`config.mk`:
```
export PLATFORM = sky130hd
export DESIGN_NAME = dpram_bist_master_flat
export DESIGN_NICKNAME = d
export VERILOG_FILES = /design/src/rtl/dpram_bist_master_if.sv /design/src/rtl/dpram_bist_master.sv /design/src/flat_wrapper.sv
export SDC_FILE = /design/constraint.sdc
export NUM_CORES = 1
export LEC_CHECK = 0
export ABC_AREA = 1
export CELL_PAD_IN_SITES_DETAIL_PLACEMENT = 2
export CELL_PAD_IN_SITES_GLOBAL_PLACEMENT = 2
export CORE_MARGIN = 2
export CORE_UTILIZATION = 26
export DETAILED_ROUTE_END_ITERATION = 12
export PLACE_DENSITY_LB_ADDON = 0.3
export RECOVER_POWER = 25
export SYNTH_ARGS = -nofsm -noshare
export SYNTH_HDL_FRONTEND = slang
export SYNTH_SLANG_ARGS = --single-unit
```
`constraint.sdc`:
```
create_clock -name clk -period 2.25 [get_ports clk]
set_clock_uncertainty 0.1 [all_clocks]
set_input_delay 0.5625 -clock clk [delete_from_list [all_inputs] [get_ports clk]]
set_output_delay 0.5625 -clock clk [all_outputs]
set_load 0.1 [all_outputs]
```
`src/rtl/dpram_bist_master_if.sv`:
```
// Port bundle between the BIST initiator and the 32x8 dual-port RAM.
// The master modport drives both RAM ports and receives read data.
interface dpram_bist_master_if #(
    parameter int unsigned ADDR_W = 5,
    parameter int unsigned DATA_W = 8
) ();
    logic [ADDR_W-1:0] w_addr;
    logic [DATA_W-1:0] w_data;
    logic              wr;
    logic [ADDR_W-1:0] r_addr;
    logic              rd;
    logic              enb;
    logic [DATA_W-1:0] r_data;

    modport master (
        output w_addr, w_data, wr, r_addr, rd, enb,
        input  r_data
    );

    modport slave (
        input  w_addr, w_data, wr, r_addr, rd, enb,
        output r_data
    );
endinterface

```
`src/rtl/dpram_bist_master.sv`:
```
// Dual-port RAM self-test initiator: true-data then inverted-data write/read-compare
// passes over the full depth, reporting pass/fail, mismatch count and first failure.
module dpram_bist_master #(
    parameter int unsigned       ADDR_W = 5,
    parameter int unsigned       DATA_W = 8,
    parameter logic [DATA_W-1:0] SEED   = 8'hA5
) (
    input  logic                clk,
    input  logic                rst,
    input  logic                start,
    dpram_bist_master_if.master ram,
    output logic                busy,
    output logic                done,
    output logic                pass,
    output logic [ADDR_W+1:0]   err_cnt,
    output logic [ADDR_W-1:0]   first_err_addr,
    output logic                first_err_phase
);
    localparam int unsigned CNT_W = ADDR_W + 2;

    typedef enum logic [2:0] {
        IDLE, WR0, RD0, WR1, RD1, DRAIN, DONE
    } state_t;

    state_t              state_q, state_d;
    logic [ADDR_W-1:0]   addr_q, addr_d;

    logic [ADDR_W-1:0]   w_addr_q, w_addr_d;
    logic [DATA_W-1:0]   w_data_q, w_data_d;
    logic                wr_q, wr_d;
    logic [ADDR_W-1:0]   r_addr_q, r_addr_d;
    logic                rd_q, rd_d;
    logic                enb_q, enb_d;
    logic                busy_q, busy_d;
    logic                done_q, done_d;
    logic                pass_q, pass_d;
    logic [CNT_W-1:0]    err_cnt_q, err_cnt_d;
    logic [ADDR_W-1:0]   first_addr_q, first_addr_d;
    logic                first_phase_q, first_phase_d;

    logic                pend_valid_q;
    logic [ADDR_W-1:0]   pend_addr_q;
    logic                pend_phase_q;

    logic                accept;
    logic                last;
    logic                phase_d;
    logic                cmp_err;

    // Pattern for address a; inv selects the complemented pass
    function automatic logic [DATA_W-1:0] exp_data(input logic [ADDR_W-1:0] a, input logic inv);
        logic [DATA_W-1:0] v;
        v = SEED + DATA_W'(a);
        return inv ? ~v : v;
    endfunction

    // Next state, sequencing address and next values of every registered output
    always_comb begin
        state_d       = state_q;
        addr_d        = addr_q;
        accept        = 1'b0;
        last          = &addr_q;

        case (state_q)
            IDLE, DONE: begin
                if (start) begin
                    state_d = WR0;
                    addr_d  = '0;
                    accept  = 1'b1;
                end
            end
            WR0: begin
                addr_d = addr_q + ADDR_W'(1);
                if (last) state_d = RD0;
            end
            RD0: begin
                addr_d = addr_q + ADDR_W'(1);
                if (last) state_d = WR1;
            end
            WR1: begin
                addr_d = addr_q + ADDR_W'(1);
                if (last) state_d = RD1;
            end
            RD1: begin
                addr_d = addr_q + ADDR_W'(1);
                if (last) state_d = DRAIN;
            end
            DRAIN:   state_d = DONE;
            default: state_d = IDLE;
        endcase

        wr_d     = (state_d == WR0) || (state_d == WR1);
        rd_d     = (state_d == RD0) || (state_d == RD1);
        phase_d  = (state_d == WR1) || (state_d == RD1);
        enb_d    = wr_d | rd_d;
        w_addr_d = wr_d ? addr_d : '0;
        w_data_d = wr_d ? exp_data(addr_d, phase_d) : '0;
        r_addr_d = rd_d ? addr_d : '0;
        busy_d   = wr_d | rd_d | (state_d == DRAIN);

        // Read data for the read issued one edge earlier is checked here
        cmp_err       = pend_valid_q && (ram.r_data != exp_data(pend_addr_q, pend_phase_q));
        err_cnt_d     = err_cnt_q;
        first_addr_d  = first_addr_q;
        first_phase_d = first_phase_q;
        if (accept) begin
            err_cnt_d     = '0;
            first_addr_d  = '0;
            first_phase_d = 1'b0;
        end else if (cmp_err) begin
            err_cnt_d = err_cnt_q + CNT_W'(1);
            if (err_cnt_q == '0) begin
                first_addr_d  = pend_addr_q;
                first_phase_d = pend_phase_q;
            end
        end

        done_d = (state_d == DONE);
        pass_d = done_d && (err_cnt_d == '0);
    end

    always_ff @(posedge clk) begin
        if (rst) begin
            state_q       <= IDLE;
            addr_q        <= '0;
            w_addr_q      <= '0;
            w_data_q      <= '0;
            wr_q          <= 1'b0;
            r_addr_q      <= '0;
            rd_q          <= 1'b0;
            enb_q         <= 1'b0;
            busy_q        <= 1'b0;
            done_q        <= 1'b0;
            pass_q        <= 1'b0;
            err_cnt_q     <= '0;
            first_addr_q  <= '0;
            first_phase_q <= 1'b0;
            pend_valid_q  <= 1'b0;
            pend_addr_q   <= '0;
            pend_phase_q  <= 1'b0;
        end else begin
            state_q       <= state_d;
            addr_q        <= addr_d;
            w_addr_q      <= w_addr_d;
            w_data_q      <= w_data_d;
            wr_q          <= wr_d;
            r_addr_q      <= r_addr_d;
            rd_q          <= rd_d;
            enb_q         <= enb_d;
            busy_q        <= busy_d;
            done_q        <= done_d;
            pass_q        <= pass_d;
            err_cnt_q     <= err_cnt_d;
            first_addr_q  <= first_addr_d;
            first_phase_q <= first_phase_d;
            // A read presented this cycle is sampled by the RAM at this edge
            pend_valid_q  <= rd_q;
            pend_addr_q   <= r_addr_q;
            pend_phase_q  <= (state_q == RD1);
        end
    end

    assign ram.w_addr      = w_addr_q;
    assign ram.w_data      = w_data_q;
    assign ram.wr          = wr_q;
    assign ram.r_addr      = r_addr_q;
    assign ram.rd          = rd_q;
    assign ram.enb         = enb_q;
    assign busy            = busy_q;
    assign done            = done_q;
    assign pass            = pass_q;
    assign err_cnt         = err_cnt_q;
    assign first_err_addr  = first_addr_q;
    assign first_err_phase = first_phase_q;
endmodule

```
`src/flat_wrapper.sv`:
```
// flat-port wrapper written by rule: the top's interface ports become plain ports
module dpram_bist_master_flat 
#(
    parameter int unsigned       ADDR_W = 5,
    parameter int unsigned       DATA_W = 8,
    parameter logic [DATA_W-1:0] SEED   = 8'hA5
)
  (clk, rst, start, busy, done, pass, err_cnt, first_err_addr, first_err_phase, ram_w_addr, ram_w_data, ram_wr, ram_r_addr, ram_rd, ram_enb, ram_r_data);
  dpram_bist_master_if #(.ADDR_W(ADDR_W), .DATA_W(DATA_W)) ram_i ();
  input  logic clk;
  input  logic rst;
  input  logic start;
  output logic busy;
  output logic done;
  output logic pass;
  output logic [ADDR_W+1:0] err_cnt;
  output logic [ADDR_W-1:0] first_err_addr;
  output logic first_err_phase;
  output wire logic [$bits(ram_i.w_addr)-1:0] ram_w_addr;
  output wire logic [$bits(ram_i.w_data)-1:0] ram_w_data;
  output wire logic [$bits(ram_i.wr)-1:0] ram_wr;
  output wire logic [$bits(ram_i.r_addr)-1:0] ram_r_addr;
  output wire logic [$bits(ram_i.rd)-1:0] ram_rd;
  output wire logic [$bits(ram_i.enb)-1:0] ram_enb;
  input wire logic [$bits(ram_i.r_data)-1:0] ram_r_data;
  assign ram_w_addr = ram_i.w_addr;
  assign ram_w_data = ram_i.w_data;
  assign ram_wr = ram_i.wr;
  assign ram_r_addr = ram_i.r_addr;
  assign ram_rd = ram_i.rd;
  assign ram_enb = ram_i.enb;
  assign ram_i.r_data = ram_r_data;
  dpram_bist_master #(.ADDR_W(ADDR_W), .DATA_W(DATA_W), .SEED(SEED)) u_core (.clk(clk), .rst(rst), .start(start), .ram(ram_i), .busy(busy), .done(done), .pass(pass), .err_cnt(err_cnt), .first_err_addr(first_err_addr), .first_err_phase(first_err_phase));
endmodule
```
==> results of run 1 <==
## state kept, by name, indices dropped and copies added (netlist names)
register	cells
u_core.state_q	3
u_core.ram.enb	1
u_core.pass	1
u_core.first_err_phase	1
u_core.pend_phase_q	1
u_core.busy	1
u_core.ram.r_addr	5
u_core.err_cnt	7
u_core.ram.w_data	8
u_core.first_err_addr	5
u_core.ram.w_addr	5
u_core.pend_addr_q	5
u_core.addr_q	5
u_core.done	1
u_core.ram.wr	1
u_core.pend_valid_q	1
u_core.ram.rd	1
## report_power, final
| group | internal (mW) | total (mW) | switching (mW) |
|---|---|---|---|
| clock network | 0.229 | 0.579 | 0.349 |
| registers | 0.932 | 0.940 | 0.00796 |
| logic | 0.0824 | 0.260 | 0.178 |
## worst max-delay path, cell delays in order, from the launching register on
cell                      delay, ns
sky130_fd_sc_hd__dfxtp_2       0.37
sky130_fd_sc_hd__ha_4          0.15
sky130_fd_sc_hd__nand2_4       0.06
sky130_fd_sc_hd__nor2_4        0.12
sky130_fd_sc_hd__ha_4          0.16
sky130_fd_sc_hd__inv_4         0.05
sky130_fd_sc_hd__nor4_4        0.33
sky130_fd_sc_hd__nor3_4        0.08
sky130_fd_sc_hd__inv_2         0.09
sky130_fd_sc_hd__nor2_4        0.05
sky130_fd_sc_hd__o21ai_4       0.24
sky130_fd_sc_hd__buf_12        0.15
sky130_fd_sc_hd__nand4_1       0.11
sky130_fd_sc_hd__a21oi_2       0.18
## cell type report
| class | instances | area, um2 |
|---|---|---|
| Sequential cell | 52 | 1050 |
| Fill cell | 1178 | 5940 |
| Clock inverter | 3 | 27.5 |
| Tap cell | 133 | 166 |
| Clock buffer | 5 | 68.8 |
| Multi-Input combinational cell | 250 | 1450 |
| Inverter | 63 | 251 |
| Timing Repair Buffer | 94 | 779 |
## layer usage
layer  vias to the layer above  share of wire, %
met3                        10               2.3
met4                         0               1.6
li1                       1313                 -
met2                        37                54
met1                      1206                43
met5                         -                 0
## worst min-delay path by stage
stage | endpoint | start | cells past startpoint | slack (ns)
final | u_core.pend_addr_q[0]$_SDFF_PP0_ | u_core.ram.r_addr[0]$_SDFF_PP0_ | 2 | 0.34
after global routing | u_core.pend_addr_q[0]$_SDFF_PP0_ | u_core.ram.r_addr[0]$_SDFF_PP0_ | 2 | 0.37
after CTS | u_core.pend_addr_q[0]$_SDFF_PP0_ | u_core.ram.r_addr[0]$_SDFF_PP0_ | 2 | 0.35
after detailed placement | u_core.pend_addr_q[0]$_SDFF_PP0_ | u_core.ram.r_addr[0]$_SDFF_PP0_ | 2 | 0.33
after global placement | u_core.pend_addr_q[0]$_SDFF_PP0_ | u_core.ram.r_addr[0]$_SDFF_PP0_ | 2 | 0.32
after floorplan | u_core.first_err_addr[4]$_SDFFE_PP0P_ | u_core.pend_addr_q[4]$_SDFF_PP0_ | 2 | 0.37
## repair_timing
action                     4_1_cts  5_1_grt
pin swaps                        2       16
setup buffers                    2        7
setup endpoints to repair       16       34
resized for setup               10       48
cloned                           0        1
## cells by family after synthesis
family,after synthesis,share of synthesized area [%]
AND/OR/NAND/NOR,210,36.6
XOR/XNOR,11,3.70
AO/OA/AOI/OAI,23,5.82
buffers and inverters,69,11.0
flip-flops,52,40.0
adder cells (fa/ha/maj),6,2.89
## cells in the final DEF (no fill, tap or decap), types with 9 or more instances in the layout
cell,synthesis,final
sky130_fd_sc_hd__inv_1,48,43
sky130_fd_sc_hd__nand3_1,26,25
sky130_fd_sc_hd__dfxtp_1,52,46
sky130_fd_sc_hd__nor2_1,49,42
sky130_fd_sc_hd__xor2_1,9,9
sky130_fd_sc_hd__clkbuf_2,0,9
sky130_fd_sc_hd__nand2_1,107,94
sky130_fd_sc_hd__buf_4,1,67
sky130_fd_sc_hd__inv_2,11,13
sky130_fd_sc_hd__nand2_2,6,13
## per-stage QoR
step	total power, mW	std cells	hold WS [ns]	TNS, ns
final	1.78	600	0.338	-0.115
after floorplan	1.12	371	0.374	0
after detailed placement	1.21	582	0.329	-6.33
after global placement	1.20	582	0.324	-4.84
after global routing	1.86	600	0.371	-1.61
after CTS	1.79	592	0.345	-0.0117
## cells in the mapped netlist
| cell | n |
|---|---|
| sky130_fd_sc_hd__nand2_1 | 107 |
| sky130_fd_sc_hd__dfxtp_1 | 52 |
| sky130_fd_sc_hd__nor2_1 | 49 |
| sky130_fd_sc_hd__inv_1 | 48 |
| sky130_fd_sc_hd__nand3_1 | 26 |
| sky130_fd_sc_hd__inv_2 | 11 |
| sky130_fd_sc_hd__a21oi_1 | 10 |
| sky130_fd_sc_hd__xor2_1 | 9 |
| sky130_fd_sc_hd__ha_1 | 6 |
| sky130_fd_sc_hd__nand2_2 | 6 |
| sky130_fd_sc_hd__o21ai_1 | 6 |
| sky130_fd_sc_hd__inv_4 | 3 |
| sky130_fd_sc_hd__nand3_2 | 3 |
| sky130_fd_sc_hd__nor2_2 | 3 |
| sky130_fd_sc_hd__buf_6 | 2 |
| sky130_fd_sc_hd__clkbuf_1 | 2 |
| sky130_fd_sc_hd__nand2_4 | 2 |
| sky130_fd_sc_hd__nand3b_1 | 2 |
| sky130_fd_sc_hd__nand4_1 | 2 |
| sky130_fd_sc_hd__nor3_1 | 2 |
| sky130_fd_sc_hd__nor4_1 | 2 |
| sky130_fd_sc_hd__o21ai_2 | 2 |
| sky130_fd_sc_hd__o21ai_4 | 2 |
| sky130_fd_sc_hd__xnor2_1 | 2 |
| sky130_fd_sc_hd__a21oi_2 | 1 |
| sky130_fd_sc_hd__a22oi_1 | 1 |
| sky130_fd_sc_hd__and2_1 | 1 |
| sky130_fd_sc_hd__buf_2 | 1 |
| sky130_fd_sc_hd__buf_4 | 1 |
| sky130_fd_sc_hd__clkinv_1 | 1 |
| sky130_fd_sc_hd__nand2_8 | 1 |
| sky130_fd_sc_hd__nor2_4 | 1 |
| sky130_fd_sc_hd__nor2_8 | 1 |
| sky130_fd_sc_hd__nor3_2 | 1 |
| sky130_fd_sc_hd__o21ai_0 | 1 |
| sky130_fd_sc_hd__or2_4 | 1 |
==> out/qor.txt, run 1 <==
Hold-fix buffers at CTS: 0
Largest driver fanout on the critical path: 5
Final Cell Area: 0.00379 mm2
Die Y-Extent: 104 um
Clock input transition at the sequential cells of the worst setup and hold paths: 0.11 ns
Global Route Usage Sum: 15.1%
Count of nets after finishing: 483
Post-synthesis cell area: 0.00260 mm2
Path category of the worst min-delay check: register to register
Cell types with the largest area share after synthesis: sky130_fd_sc_hd__dfxtp_1 (40%), sky130_fd_sc_hd__nand2_1 (15%), sky130_fd_sc_hd__nor2_1 (7.1%)
Worst slew pin tran: 0.794 ns
Met3 Use GR: 2.51%
End-of-flow core utilization: 39.0%
Inserted Clock Buffers: 5
Final clock period utilization by the worst path: 103%
Critical Path Sink: u_core.ram.w_data[6]$_SDFF_PP0_
Depth of the worst register-to-register path: 13
Violated checks: negative setup slack
Starting utilization of the core area: 26.7%
Worst flop-to-flop path startpoint: u_core.addr_q[1]$_SDFF_PP0_
Post-route ant nets: 0
Area Overhead vs Synth: 45.8%
Core region area: 0.00973 mm2
Cell type with the largest total area after synthesis: sky130_fd_sc_hd__dfxtp_1
Maximum number of buffers from clock root to sink: 2
Maximum number of pins on one net before global-route repair: 19
H-tree lvl count: 2
Total cell area at the placement stage: 0.00345 mm2
Number of top-level pins: 48
Minimum setup slack in the final design: -0.0597 ns
Post-Synthesis Net Count: 388
Global routing's busiest layer: met2
Die boundary width: 104 um
Max rail drop VDD: 0.000260 V
CP Launch Point: u_core.addr_q[1]$_SDFF_PP0_
Status: complete, but fails checks
Gate count of the mapped netlist: 371
Critical Path RT: 2.41 ns
First-pass GRT wire length: 13400 um
Unrepaired setup endpoints after global routing: yes
Pre-CTS setup slack: -0.364 ns
Worst slew slack as a fraction of its limit: 47.1%
Total wire length: 8350 um
Ratio of cells with drive above 1 in the final layout: 36.2%
Via count of the first global-routing pass: 2836
Antenna violations before repair: 0
Detailed Routing Iterations Pass 1: 4
Max capacitance violation total: 0
Critical Path AT: 2.47 ns
Worst-Skew Late Latency: 0.32 ns
Max-slew violation total from the final report: 0
Setup slack, reg-to-reg: -0.06 ns
Type of origin of the critical path: register
# setup viols final: 6
Detailed placement HPWL: 6360 um
Total via count after detailed routing: 2566
Full die area: 0.0108 mm2
Endpoint of the lowest-slack register-to-register path: u_core.ram.w_data[6]$_SDFF_PP0_
Total DRC errors in the routed layout: 0
DRC violation total after the first TritonRoute iteration: 44
Root Buffer Master: sky130_fd_sc_hd__clkbuf_8
Number of synthesized register bits: 52
Number of inserted diodes: 0
Clock tree from TritonCTS: built
Yosys Warn Count: 0
Global-route track usage on met2: 29.6%
Number of hold-slack violations in the final timing report: 0
Vias per Instance: 4.28
Mean area per synthesized cell: 7.01 um2
Top achievable clock speed: 0.433 GHz
Global placement routability congestion: 0.786
DR WL/cell: 13.9 um
Total congestion overflow: 0
Total power density per cell area: 469 mW/mm2
Area share of the largest cell type after synthesis: 40.0%
Number of rows in the core area: 36
Critical path start-end classification: register to register
Num Clock Sinks: 52
Leakage dissipation: 1.80 nW
Sort of element at the end of the critical path: register
Met1 layer usage reported by global route: 16.7%
Period minus WS final: 2.31 ns
Count of input and output buffers: 47
Count of cell types in the netlist: 36
Portion of the post-synthesis area used by sequential elements: 40.0%
(Power assumes the default switching activity.)
==> inputs of run 2 (changes only) <==
--- a/config.mk
+++ b/config.mk
@@ -6,6 +6,7 @@
 export NUM_CORES = 1
 export LEC_CHECK = 0
 export ABC_AREA = 1
+export CAP_MARGIN = 20
 export CELL_PAD_IN_SITES_DETAIL_PLACEMENT = 2
 export CELL_PAD_IN_SITES_GLOBAL_PLACEMENT = 2
 export CORE_MARGIN = 2
==> results of run 2 <==
No change in the layout: final DEF, timing and power equal those of run 1.
